[config.mk]
export PLATFORM = sky130hd
export DESIGN_NAME = contador_updown_param
export DESIGN_NICKNAME = d
export VERILOG_FILES = /design/src/rtl/contador_updown_param.sv
export SDC_FILE = /design/constraint.sdc
export NUM_CORES = 1
export LEC_CHECK = 0
export CORE_MARGIN = 2
export CORE_UTILIZATION = 30
export CTS_CLUSTER_SIZE = 8
export DETAILED_ROUTE_END_ITERATION = 6
export SETUP_SLACK_MARGIN = 0.15
export SYNTH_ARGS = -nofsm -noshare
export SYNTH_HDL_FRONTEND = slang
export SYNTH_SLANG_ARGS = --single-unit
[constraint.sdc]
create_clock -name C -period 2.2 [get_ports C]
set_clock_uncertainty 0.1 [all_clocks]
set_input_delay 0.44 -clock C [delete_from_list [all_inputs] [get_ports C]]
set_output_delay 0.44 -clock C [all_outputs]
set_load 0.01 [all_outputs]
[src/rtl/contador_updown_param.sv]
// contador_updown_param
// Parametrised synchronous up/down counter with modulus MODULO, parallel load
// (clamped to the count range), wrap or saturate at the boundaries, a
// combinational terminal-count output for cascading and a sticky OVF flag
// recording every boundary event until it is explicitly cleared.
module contador_updown_param #(
    parameter int N        = 8,
    parameter int MODULO   = 256,
    parameter bit SATURATE = 1'b0
) (
    input  logic         C,
    input  logic         nCLR,
    input  logic         nHOLD,
    input  logic         DECnINC,
    input  logic         LOAD,
    input  logic [N-1:0] D,
    input  logic         CLROVF,
    output logic [N-1:0] O,
    output logic         TC,
    output logic         OVF
);

    // Legal modulus is 2..2^N; the comparison is done in 64 bits so that
    // wide counters do not overflow the check itself.
    localparam longint MOD_L  = longint'(MODULO);
    localparam longint SPAN_L = longint'(1) << N;

    generate
        if (MOD_L < 2 || MOD_L > SPAN_L) begin : g_bad_modulo
            $error("contador_updown_param: MODULO must satisfy 2 <= MODULO <= 2^N");
        end
    endgenerate

    // Highest legal count value; also the clamp value for out-of-range loads.
    localparam logic [N-1:0] TOP = N'(MODULO - 1);

    logic [N-1:0] count_reg;
    logic [N-1:0] count_next;
    logic         ovf_reg;
    logic         ovf_next;

    logic         at_top;
    logic         at_bottom;
    logic         boundary;
    logic [N-1:0] load_value;

    assign at_top    = (count_reg == TOP);
    assign at_bottom = (count_reg == '0);

    // Out-of-range load values are clamped so the count never leaves
    // 0..MODULO-1; when MODULO = 2^N every D is already in range.
    assign load_value = (D > TOP) ? TOP : D;

    // Next count: load beats hold, hold beats count; arithmetic is modulo MODULO.
    always_comb begin
        count_next = count_reg;
        boundary   = 1'b0;
        if (LOAD) begin
            count_next = load_value;
        end else if (nHOLD) begin
            if (!DECnINC) begin
                if (at_top) begin
                    boundary   = 1'b1;
                    count_next = SATURATE ? TOP : '0;
                end else begin
                    count_next = count_reg + N'(1);
                end
            end else begin
                if (at_bottom) begin
                    boundary   = 1'b1;
                    count_next = SATURATE ? '0 : TOP;
                end else begin
                    count_next = count_reg - N'(1);
                end
            end
        end
    end

    // Sticky overflow: a boundary event sets it even if a clear is requested
    // on the same edge; loads never touch it.
    always_comb begin
        ovf_next = ovf_reg;
        if (boundary) begin
            ovf_next = 1'b1;
        end else if (CLROVF) begin
            ovf_next = 1'b0;
        end
    end

    // State registers, asynchronously cleared while nCLR is low.
    always_ff @(posedge C or negedge nCLR) begin
        if (!nCLR) begin
            count_reg <= '0;
            ovf_reg   <= 1'b0;
        end else begin
            count_reg <= count_next;
            ovf_reg   <= ovf_next;
        end
    end

    // Terminal count flags the cycle before a boundary event, for cascading.
    assign TC  = nHOLD & ~LOAD & ((~DECnINC & at_top) | (DECnINC & at_bottom));

    assign O   = count_reg;
    assign OVF = ovf_reg;

endmodule

# After elaboration in Yosys (flattened, before gate mapping)
# Cells that the tools add are included.
# Widths: inputs -> output; s select.
# op_classes
n_mul	0
n_lt_le_gt_ge	1
n_mux	13
add_sub_neg	2
n_reduce_logical	3
shifts	0
eq_ne	1
div	0
bitwise_logic	7
# op_table
operator	n
$mux 8	6
$add 8x1->8 const B	1
$eq 8x8->1 const B	1
$gt 8x8->1 const B	1
$logic_not 8->1	1
$sub 8x1->8 const B	1
$mux 1	7
$and 1x1->1	4
$reduce_bool 2->1	2
$not 1->1	2
$or 1x1->1	1
# totals
latch_bits	0
inputBits	14
ramBits	0
ff_bits	9
mem_count	0
mem_bits_ro	0

# Longest topological paths before layout
# Gate-level depths: netlist of run 1.
# logic_depth
ltp_word	6
mapped_depth	7
ltp_nobuf	7

# Worst setup path before layout of run 1
# OpenSTA, ideal clock, no wires.
# synth_path
path_kind	reg2out
from	register count_reg[0] (netlist: O[0])
to	output port TC
arrival_ns	1.796
required_ns	1.660
path_stages_with_launch	7
path_slack_ns	-0.136
cell_sequence	dfrtp_1 > inv_1 > ha_1 > or3b_2 > or3_4 > o21ai_2 > and2_4
# synth_between
elab_chain_cells	4
# synth_lines
item	line_no	rtl
from (decl)	37	logic [N-1:0] count_reg;
from (signal assigned)	96	count_reg <= count_next;
$eq 8x8->1 or $logic_not 8->1 (tied branches)	47, 48	
$and 1x1->1	102	assign TC = nHOLD & ~LOAD & ((~DECnINC & at_top) | (DECnINC & at_bottom));
$or 1x1->1 (*)	102	
$and 1x1->1 (*)	102	
to (decl)	19	output logic TC,
# Every way passes the cells marked *; elsewhere a longest branch is shown, timed or not.

# Worst setup path in the final report of run 1
# layout_path
from	register count_reg[3] (netlist: O[3])
to	output port TC
# Same word-level chain as after synthesis.

==> results of run 1 <==
-- synthesized netlist by cell type, drive strengths merged, types with 3 or more instances --
cell type  instances
buf                6
clkbuf             3
nand3              7
nor3               3
ha                 3
o211ai             3
nor2              10
nand2              7
a21oi              4
a31oi              3
o21ai              9
inv                8
dfrtp              9
-- critical path: cells and delay by family (launching register included) --
| family | cells | cell delay (ns) |
|---|---|---|
| DFF | 1 | 0.38 |
| AOI/OAI and AO/OA | 1 | 0.06 |
| and+or+nand+nor | 3 | 1.09 |
| buffers and inverters | 1 | 0.09 |
-- per-stage QoR --
step / setup WS (ns) / power, uW / util, % / cells
2_1_floorplan: 0.02485 / 374.2 / - / 111
3_3_place_gp: -0.4288 / 496.8 / 45.03 / 176
3_5_place_dp: -0.4411 / 501.1 / 45.03 / 176
4_1_cts: -0.2450 / 640.5 / 46.29 / 181
5_1_grt: -0.2957 / 678.7 / 46.29 / 181
6_report: -0.2381 / 632.6 / 46.29 / 181
-- worst paths after layout --
path	start	end	slack (ns)	cells after the start
max	O[3]$_DFFE_PN0P_	TC	-0.24	5
max in group asynchronous	nCLR	O[1]$_DFFE_PN0P_	1.28	1
min reg2reg	OVF$_DFFE_PN0P_	OVF$_DFFE_PN0P_	0.38	1
min	nCLR	O[3]$_DFFE_PN0P_	0.38	1
min in group C	OVF$_DFFE_PN0P_	OVF$_DFFE_PN0P_	0.38	1
max reg2reg	O[0]$_DFFE_PN0P_	O[6]$_DFFE_PN0P_	0.27	8
-- cell families (layout without fill, tap and decap cells) --
group	Yosys count	in the layout	synth area share [%]
buffers and inverters	17	56	11.55
adders and majority gates	3	3	4.226
AOI/OAI and AO/OA	35	35	27.47
and+or+nand+nor	42	42	26.06
muxes	2	2	2.394
DFF	9	9	25.35
xor gates and xnor gates	3	3	2.958
-- repair_timing --
action / in CTS / in global routing
hold endpoints to repair: 0 / 0
pin swaps: 2 / 0
cloned: 0 / 0
setup endpoints to repair: 1 / 1
hold buffers: 0 / 0
resized for setup: 5 / 0
buffers inserted: 1 / 0
-- registers in the layout (all words and copies together), names as in the netlist --
| name | cells |
|---|---|
| OVF | 1 |
| O | 8 |
-- layer usage --
metal / routed length [um] / vias to the layer above / GRT usage [%]
met3: 159 / 2 / 4.835
met1: 1107 / 448 / 19.05
met5: 0 / - / 0
met4: 20 / 0 / 2.990
li1: - / 483 / -
met2: 1270 / 34 / 28.41
-- cell type report --
cell class / count / area, um^2 / area share [%]
multi-input cells: 85 / 575.6 / 44.70
well taps: 31 / 38.79 / 3.013
repair buffers: 44 / 389.1 / 30.22
clock buffers: 4 / 26.28 / 2.041
inverters: 8 / 30.03 / 2.332
flip-flops and latches: 9 / 227.7 / 17.69
-- power groups by stage --
stage | clock [uW] | sequential (uW) | combinational [uW]
2_1_floorplan | 0 | 216 | 158
3_3_place_gp | 0 | 198 | 299
3_5_place_dp | 0 | 198 | 303
4_1_cts | 138 | 195 | 308
5_1_grt | 145 | 198 | 335
6_report | 132 | 195 | 306
==> insert_results.sql, run 1 <==
INSERT INTO impl_metrics (metric_group, metric, value, unit) VALUES
('timing', 'final_max_slew_viol_count', '0', ''),
('route', 'vias_per_cell', '5.343', ''),
('timing', 'hold_viol', '0', ''),
('global_routing', 'overflow_left_after_global_routing', '0', ''),
('yosys', 'synth_seq_area_share', '25.35', '%'),
('cts', 'clock_pin_slew_on_the_worst_setup_and_hold_paths', '0.06', 'ns'),
('critical_path', 'worstPathMaxFanout', '2', ''),
('route', 'drt_antenna_net_count', '0', ''),
('floorplan', 'floorplan.die.width', '58.42', 'um'),
('critical_path', 'cp_data_required_time', '1.66', 'ns'),
('place', 'dpl-instance-area', '0.001252', 'mm^2'),
('timing', 'transition_time_at_the_pin_with_the_least_slew_margin', '0.4455', 'ns'),
('route', 'dr_total_vias', '967', ''),
('floorplan', 'total_number_of_placement_rows', '19', ''),
('yosys', 'synthesis.area_per_instance', '8.003', 'um^2'),
('timing', 'finalSetupTns', '-0.2381', 'ns'),
('critical_path', 'stage_delay_of_the_slowest_cell_on_the_critical_path', '0.55', 'ns'),
('finish', 'n_antenna_cell', '0', ''),
('timing', 'finalSetupViolCount', '1', ''),
('finish', 'final_cell_area', '0.001287', 'mm^2'),
('route', 'drt-wirelength-per-cell', '14.13', 'um'),
('yosys', 'synth.cell_area', '888.4', 'um^2'),
('global_routing', 'pin_count_of_the_biggest_net_entering_global_routing', '20', ''),
('timing', 'timing.final.crit_share', '110.8', '%'),
('job', 'drv_cap', '0', ''),
('critical_path', 'slowest_stage', 'or4_4', ''),
('floorplan', 'start_util', '31.94', '%'),
('place', 'numPortBuffers', '23', ''),
('route', 'dr.pass1.iters', '4', ''),
('cts', 'cts_root_buffer', 'clkbuf_4', ''),
('cts', 'cts_tree', 'done', ''),
('cts', 'cts-root-to-sink-buffers', '2', ''),
('route', 'detail_route.iter0.violations', '44', ''),
('yosys', 'syn_warnings', '0', ''),
('pwr', 'power.leakage', '0.0005563', 'uW'),
('critical_path', 'crit_path_end_kind', 'primary output', ''),
('yosys', 'synth_flop_cell', 'dfrtp_1', ''),
('yosys', 'post-synth-top-area-fraction', '25.35', '%'),
('finish', 'most_common_library_cell_in_the_layout_ignoring_fill_and_taps', 'clkdlybuf4s50_1', ''),
('timing', 'setup_ws', '-0.2381', 'ns'),
('place', 'detailedPlacementHpwl', '1920', 'um'),
('yosys', 'synth-edff-count', '0', ''),
('pwr', 'switchingPower', '220.0', 'uW'),
('critical_path', 'start_kind', 'register', ''),
('cts', 'clock_sinks', '9', ''),
('finish', 'synthToLayoutAreaGrowth', '44.93', '%'),
('finish', 'layout.cells.most_common_list', '22 x clkdlybuf4s50_1, 21 x buf_4, 10 x nor2_1', ''),
('timing', 'worst_max_slew_margin_expressed_relative_to_the_limit', '70.21', '%'),
('yosys', 'async_flop_share', '100.0', '%'),
('run_status', 'violations', 'negative setup slack', ''),
('run_status', 'status', 'finished with violations', ''),
('worst_hold_path', 'hold_path_class', 'in2async', ''),
('finish', 'drive_above_1_share', '25.33', '%'),
('pwr', 'cellPowerDensity', '491.3', 'mW/mm^2'),
('floorplan', 'design.die.area', '0.003412', 'mm^2'),
('floorplan', 'die_h', '58.42', 'um'),
('yosys', 'yosys-top-cells-area', 'dfrtp_1 25%, o21ai_0 4.5%, ha_1 4.2%', ''),
('finish', 'number_of_nets_in_the_layout', '168', ''),
('pwr', 'clock_power_share', '20.9', '%'),
('pwr', 'internal_power', '412.6', 'uW'),
('timing', 'rsz0062_at_grt', 'yes', ''),
('global_routing', 'grt_antenna_before_repair', '0', ''),
('pwr', 'share_seq_of_total_power', '30.8', '%'),
('floorplan', 'io-pin-count', '24', ''),
('route', 'drc', '0', ''),
('timing', 'timing.hold.ws', '0.3809', 'ns'),
('route', 'drt-total-wl', '2557', 'um'),
('pwr', 'ir_drop', '0.3703', 'mV'),
('critical_path', 'criticalPathCategory', 'reg2out', ''),
('cts', 'clock_latency_on_the_worst_skew_pair', '0.27', 'ns'),
('yosys', 'ys_ff_latch', '9', '');
Power figures use the tool's default switching activity.
==> run 2, diff against run 1 <==
- CORE_MARGIN: 2 -> 5
- SLEW_MARGIN: unset -> 20
==> run 2 against run 1 <==
Effect of this change: register-to-register slack is essentially flat; worst hold slack gained 0.0022 ns; maximum frequency grew 0.26%; critical path depth grew 2; flip-flop and latch count is the same; final area grew 0.58%; the run still ends with negative setup slack left; count of clock-buffer cells in the layout is the same; largest power group unchanged; non-clock buffer count grew 1; sequential power is essentially flat; critical path type unchanged; power grew 0.68%; clock power is essentially flat.
==> insert_results.sql, run 2 (synthesis results as in run 1) <==
INSERT INTO impl_metrics (metric_group, metric, value, unit) VALUES
('run_status', 'status', 'finished with violations', ''),
('run_status', 'violations', 'negative setup slack', ''),
('finish', 'drive_above_1_share', '25.83', '%'),
('cts', 'post_cts_hold_buffer_count', '0', ''),
('route', 'drt-total-wl', '2732', 'um'),
('place', 'routabilityCongestion', '0.9401', ''),
('timing', 'rsz0062_at_grt', 'yes', ''),
('critical_path', 'start_kind', 'register', ''),
('global_routing', 'overflow_left_after_global_routing', '0', ''),
('floorplan', 'die_h', '64.42', 'um'),
('finish', 'synthToLayoutAreaGrowth', '45.77', '%'),
('timing', 'hold_viol', '0', ''),
('finish', 'layoutNonFillerInstCount', '182', ''),
('critical_path', 'arrival', '1.89', 'ns'),
('pwr', 'share_seq_of_total_power', '30.5', '%'),
('cts', 'clock_sinks', '9', ''),
('timing', 'worst_max_slew_margin_expressed_relative_to_the_limit', '70.28', '%'),
('job', 'drv_cap', '0', ''),
('finish', 'n_antenna_cell', '0', ''),
('critical_path', 'worstPathMaxFanout', '2', ''),
('route', 'drt-wirelength-per-cell', '15.01', 'um'),
('critical_path', 'crit_path_end_kind', 'primary output', ''),
('route', 'drt_antenna_net_count', '0', ''),
('route', 'dr_total_vias', '974', ''),
('pwr', 'clock_power_share', '21.0', '%'),
('cts', 'clock_pin_slew_on_the_worst_setup_and_hold_paths', '0.06', 'ns'),
('global_routing', 'grt_usage', '13.79', '%'),
('route', 'dr.pass1.iters', '4', ''),
('cts', 'h-tree-depth', '1', ''),
('route', 'detail_route.iter0.violations', '24', ''),
('route', 'drc', '0', ''),
('timing', 'final_max_slew_viol_count', '0', ''),
('pwr', 'power.leakage', '0.0005615', 'uW'),
('place', 'placed_cells', '176', ''),
('pwr', 'internal_power', '412.9', 'uW'),
('critical_path', 'worst-r2r-setup-slack', '0.28', 'ns'),
('place', 'detailedPlacementHpwl', '2124', 'um'),
('timing', 'timing.fmax', '411.2', 'MHz'),
('global_routing', 'via_count_of_the_first_global_routing_pass', '977', ''),
('timing', 'transition_time_at_the_pin_with_the_least_slew_margin', '0.4444', 'ns'),
('critical_path', 'criticalPathCategory', 'reg2out', ''),
('cts', 'cts_root_buffer', 'clkbuf_4', ''),
('place', 'placement.setup.worst_slack', '-0.4487', 'ns'),
('pwr', 'sw_frac_of_total', '35.16', '%'),
('floorplan', 'start_util', '31.67', '%'),
('cts', 'cts-root-to-sink-buffers', '2', ''),
('cts', 'tritoncts.num_buffers', '3', ''),
('finish', 'layout.cells.most_common_list', '22 x clkdlybuf4s50_1, 22 x buf_4, 10 x nor2_1', ''),
('finish', 'filler_cell_count', '292', ''),
('worst_hold_path', 'hold_path_class', 'in2async', ''),
('finish', 'multiInputGateArea', '575.6', 'um^2'),
('floorplan', 'design.die.area', '0.004149', 'mm^2'),
('cts', 'clock_latency_on_the_worst_skew_pair', '0.27', 'ns'),
('finish', 'largest_register_ff_count', '8', ''),
('timing', 'fin_crit', '2.432', 'ns'),
('floorplan', 'total_number_of_placement_rows', '19', ''),
('floorplan', 'design.core.area', '0.002805', 'mm^2'),
('global_routing', 'pin_count_of_the_biggest_net_entering_global_routing', '20', ''),
('pwr', 'combPwrFrac', '48.5', '%'),
('pwr', 'cellPowerDensity', '491.8', 'mW/mm^2'),
('place', 'numPortBuffers', '23', ''),
('pwr', 'switchingPower', '224.0', 'uW'),
('global_routing', 'grt_first_pass_wirelength', '4498', 'um'),
('floorplan', 'io-pin-count', '24', ''),
('pwr', 'ir_drop', '0.2961', 'mV'),
('finish', 'layout.area.seq', '227.7', 'um^2'),
('global_routing', 'grt_antenna_before_repair', '0', ''),
('cts', 'cts_tree', 'done', ''),
('pwr', 'report.power.total', '636.9', 'uW'),
('timing', 'setup_ws', '-0.2319', 'ns'),
('floorplan', 'floorplan.die.width', '64.42', 'um'),
('timing', 'finalSetupViolCount', '1', ''),
('critical_path', 'cp_data_required_time', '1.66', 'ns'),
('finish', 'number_of_nets_in_the_layout', '169', ''),
('timing', 'timing.final.crit_share', '110.5', '%'),
('route', 'vias_per_cell', '5.352', '');
[run 2: changes by cell type in the layout (fill, tap and decap cells not counted), sizes merged]
cell	previous run	this run
buf	22	23
[run 2: layout make-up]
type | instances | area share (%)
clock buffers | 4 | 2.029
multi-input cells | 85 | 44.44
well taps | 31 | 2.995
flip-flops and latches | 9 | 17.58
inverters | 8 | 2.319
repair buffers | 45 | 30.63
[run 2: worst paths after layout]
path                                   from               end  depth (start not counted)
setup / recovery           O[1]$_DFFE_PN0P_                TC                          7
hold / removal                         nCLR  O[5]$_DFFE_PN0P_                          1
setup reg to reg           O[0]$_DFFE_PN0P_  O[6]$_DFFE_PN0P_                          8
hold reg to reg             OVF$_DFFE_PN0P_   OVF$_DFFE_PN0P_                          1
max in group asynchronous              nCLR  O[1]$_DFFE_PN0P_                          1
min in group C              OVF$_DFFE_PN0P_   OVF$_DFFE_PN0P_                          1
[run 2: worst max-delay path, cell delays in order, from the launching register on]
cell and delay [ns]:
dfrtp_2 0.40, inv_2 0.08, ha_4 0.13, or3b_4 0.37
or3_4 0.35, o21ai_2 0.06, and2_4 0.15, buf_6 0.09
[run 2: timing repair]
| item | 4_1_cts | 5_1_grt |
|---|---|---|
| endpoints found under the setup margin | 1 | 3 |
| hold endpoints to repair | 0 | 0 |
| pin swaps | 3 | 2 |
| setup buffers | 2 | 0 |
| resized for setup | 5 | 1 |
[run 2: routing by layer]
metal	track usage, %	share of wire (%)
met1	16.24	44
met3	4.318	6.7
met4	4.222	0.81
met5	0	0
met2	23.97	49
[run 2: through the flow]
step / utilization, % / cell area, um^2 / hold slack (ns) / setup TNS (ns)
CTS: 46.16 / 1295 / 0.3860 / -0.2562
floorplan: - / 905.9 / 0.04441 / 0
global placement: 44.65 / 1252 / 0.3801 / -0.4364
global route: 46.16 / 1295 / 0.4027 / -0.3087
detailed placement: 44.65 / 1252 / 0.3819 / -0.4863
finish: 46.16 / 1295 / 0.3832 / -0.2319
[run 2: power groups by stage]
| stage | Clock, uW | Combinational, uW | Sequential (uW) |
|---|---|---|---|
| final | 134 | 309 | 194 |
| after floorplan | 0 | 158 | 216 |
| after global placement | 0 | 303 | 198 |
| after CTS | 141 | 311 | 195 |
| after global routing | 153 | 336 | 197 |
| after detailed placement | 0 | 307 | 198 |
==> run 3, diff against run 2 <==
--- a/config.mk
+++ b/config.mk
@@ -6,5 +6,5 @@
 export NUM_CORES = 1
 export LEC_CHECK = 0
-export CORE_MARGIN = 5
+export CORE_MARGIN = 3
 export CORE_UTILIZATION = 30
 export CTS_CLUSTER_SIZE = 8
==> constraint.sdc (replaced) <==
create_clock -name C -period 2.2 [get_ports C]
set_clock_uncertainty 0.1 [all_clocks]
set_input_delay 0.55 -clock C [delete_from_list [all_inputs] [get_ports C]]
set_output_delay 0.55 -clock C [all_outputs]
set_load 0.01 [all_outputs]
==> run 3 against run 2 <==
Effect of this change: the flow still finishes with violations (negative setup slack); via count up 0.51%; sequential share of layout area down 0.17 points; combinational power up 2%; sequential power about the same; first-iteration DRC count unchanged; setup slack worse by 0.12 ns; power up 0.63%; die area down 12%; flip-flop and latch count unchanged; core utilization up 0.84 points; non-clock buffer count unchanged; global-route usage up 1.9 points; highest routed layer unchanged.
==> insert_results.sql, run 3 (synthesis results as in run 1) <==
INSERT INTO impl_metrics (metric_group, metric, value, unit) VALUES
('critical_path', 'slowest_stage', 'dfrtp_2', ''),
('finish', 'most_common_library_cell_in_the_layout_ignoring_fill_and_taps', 'buf_4', ''),
('finish', 'layout.cells.most_common_list', '22 x buf_4, 21 x clkdlybuf4s50_1, 10 x nor2_1', ''),
('timing', 'setup_ws', '-0.3510', 'ns'),
('route', 'drt_antenna_net_count', '0', ''),
('route', 'vias_per_cell', '5.379', ''),
('place', 'numPortBuffers', '23', ''),
('finish', 'filler_cell_count', '291', ''),
('cts', 'post_cts_hold_buffer_count', '0', ''),
('critical_path', 'arrival', '1.90', 'ns'),
('cts', 'h-tree-depth', '1', ''),
('global_routing', 'overflow_left_after_global_routing', '0', ''),
('critical_path', 'critical_path.cell_chain', 'inv_2 > ha_4 > or3b_4 > or3_4 > o21ai_2 > and2_4 > buf_6', ''),
('place', 'routabilityCongestion', '0.9208', ''),
('place', 'dpl-instance-area', '0.001260', 'mm^2'),
('finish', 'final_cell_area', '0.001308', 'mm^2'),
('route', 'drt-total-wl', '2686', 'um'),
('floorplan', 'total_number_of_placement_rows', '19', ''),
('finish', 'largest_register_ff_count', '8', ''),
('route', 'drt-wirelength-per-cell', '14.76', 'um'),
('pwr', 'cellPowerDensity', '490.2', 'mW/mm^2'),
('timing', 'transition_time_at_the_pin_with_the_least_slew_margin', '0.4303', 'ns'),
('pwr', 'ir_drop', '0.2994', 'mV'),
('global_routing', 'pin_count_of_the_biggest_net_entering_global_routing', '20', ''),
('global_routing', 'via_count_of_the_first_global_routing_pass', '929', ''),
('critical_path', 'rr_startpoint', 'O[1]$_DFFE_PN0P_', ''),
('worst_hold_path', 'min-delay-start', 'OVF$_DFFE_PN0P_', ''),
('critical_path', 'crit_path_end_kind', 'primary output', ''),
('cts', 'cts_root_buffer', 'clkbuf_4', ''),
('pwr', 'report.power.total', '640.9', 'uW'),
('global_routing', 'grt_antenna_before_repair', '0', ''),
('critical_path', 'crit_path_start', 'O[1]$_DFFE_PN0P_', ''),
('floorplan', 'design.core.area', '0.002781', 'mm^2'),
('job', 'drv_cap', '0', ''),
('floorplan', 'floorplan.die.width', '60.42', 'um'),
('floorplan', 'start_util', '31.94', '%'),
('critical_path', 'cp_data_required_time', '1.55', 'ns'),
('timing', 'timing.fmax', '392.0', 'MHz'),
('pwr', 'power.leakage', '0.0005699', 'uW'),
('timing', 'finalSetupTns', '-0.3510', 'ns'),
('cts', 'clock_pin_slew_on_the_worst_setup_and_hold_paths', '0.06', 'ns'),
('finish', 'n_antenna_cell', '0', ''),
('finish', 'number_of_nets_in_the_layout', '169', ''),
('finish', 'synthToLayoutAreaGrowth', '47.18', '%'),
('finish', 'finish.utilization', '47.01', '%'),
('worst_hold_path', 'hold_path_class', 'reg2reg', ''),
('timing', 'fin_crit', '2.551', 'ns'),
('critical_path', 'stage_delay_of_the_slowest_cell_on_the_critical_path', '0.40', 'ns'),
('timing', 'final_max_slew_viol_count', '0', ''),
('floorplan', 'design.die.area', '0.003650', 'mm^2'),
('critical_path', 'start_kind', 'register', ''),
('place', 'placement.setup.worst_slack', '-0.6505', 'ns'),
('critical_path', 'worstPathMaxFanout', '2', ''),
('timing', 'finalSetupViolCount', '1', ''),
('route', 'dr.pass1.iters', '4', ''),
('place', 'detailedPlacementHpwl', '1971', 'um'),
('critical_path', 'criticalPathCategory', 'reg2out', ''),
('global_routing', 'grt_usage', '15.73', '%'),
('cts', 'clock_sinks', '9', ''),
('cts', 'cts-root-to-sink-buffers', '2', ''),
('cts', 'cts_tree', 'done', ''),
('timing', 'worst_max_slew_margin_expressed_relative_to_the_limit', '71.05', '%'),
('global_routing', 'grt_first_pass_wirelength', '4271', 'um'),
('run_status', 'status', 'finished with violations', ''),
('route', 'dr_total_vias', '979', ''),
('run_status', 'violations', 'negative setup slack', ''),
('floorplan', 'io-pin-count', '24', ''),
('route', 'detail_route.iter0.violations', '24', ''),
('timing', 'hold_viol', '0', ''),
('timing', 'timing.final.crit_share', '116.0', '%'),
('timing', 'rsz0062_at_grt', 'yes', ''),
('finish', 'drive_above_1_share', '26.49', '%'),
('route', 'drc', '0', ''),
('cts', 'tritoncts.num_buffers', '3', ''),
('floorplan', 'die_h', '60.42', 'um'),
('cts', 'clock_latency_on_the_worst_skew_pair', '0.26', 'ns');
## run 3: cell count changes in the layout (fill, tap and decap cells not counted)
cell,change
o221ai_1,-1
and3_4,+1
dlymetal6s2s_1,+1
o221ai_2,+1
clkdlybuf4s50_1,-1
and3_2,-1
## run 3: repair_timing
item / in CTS / in global routing
endpoints found under the setup margin: 2 / 3
pin swaps: 3 / 3
cloned: 0 / 0
hold endpoints to repair: 0 / 0
resized for setup: 5 / 4
buffers inserted: 0 / 1
## run 3: per-stage QoR
stage / std cells / hold WS (ns)
detailed placement: 177 / 0.3687
global placement: 177 / 0.3621
floorplan: 111 / 0.1544
global route: 182 / 0.3969
finish: 182 / 0.3804
CTS: 181 / 0.3834
## run 3: worst paths after layout
path                               endpoint  slack [ns]  depth (start not counted)
max                                      TC       -0.35                          7
min                         OVF$_DFFE_PN0P_        0.38                          1
max reg2reg                O[6]$_DFFE_PN0P_        0.22                          9
min reg2reg                 OVF$_DFFE_PN0P_        0.38                          1
max in group asynchronous  O[0]$_DFFE_PN0P_        1.18                          1
min in group asynchronous  O[3]$_DFFE_PN0P_        0.49                          1
## run 3: critical path, delay by kind of cell, from the launching register on
family                   cells  cell delay, ns
AO/OA/AOI/OAI                1            0.06
adder cells (fa/ha/maj)      1            0.13
buffers and inverters        2            0.17
flip-flops                   1            0.40
AND/OR/NAND/NOR              3            0.88
## run 3: area by class of cell
type	instances	area (um^2)	share of cell area, %
Inverter	8	30.03	2.297
Sequential cell	9	227.7	17.42
Clock buffer	4	26.28	2.010
Multi-Input combinational cell	85	585.6	44.78
Timing Repair Buffer	45	399.1	30.53
Tap cell	31	38.79	2.967
## run 3: report_power, final
| group | switching (uW) | internal (uW) |
|---|---|---|
| Clock | 61.2 | 70.1 |
| Sequential | 11.8 | 184 |
| Combinational | 152 | 162 |
| Total | 225 | 416 |
## run 3: routing by layer
| metal | wire length [um] | track usage, % |
|---|---|---|
| met1 | 1143 | 20.36 |
| met2 | 1331 | 26.23 |
| met3 | 194 | 5.106 |
| met4 | 16 | 2.477 |
| met5 | 0 | 0 |
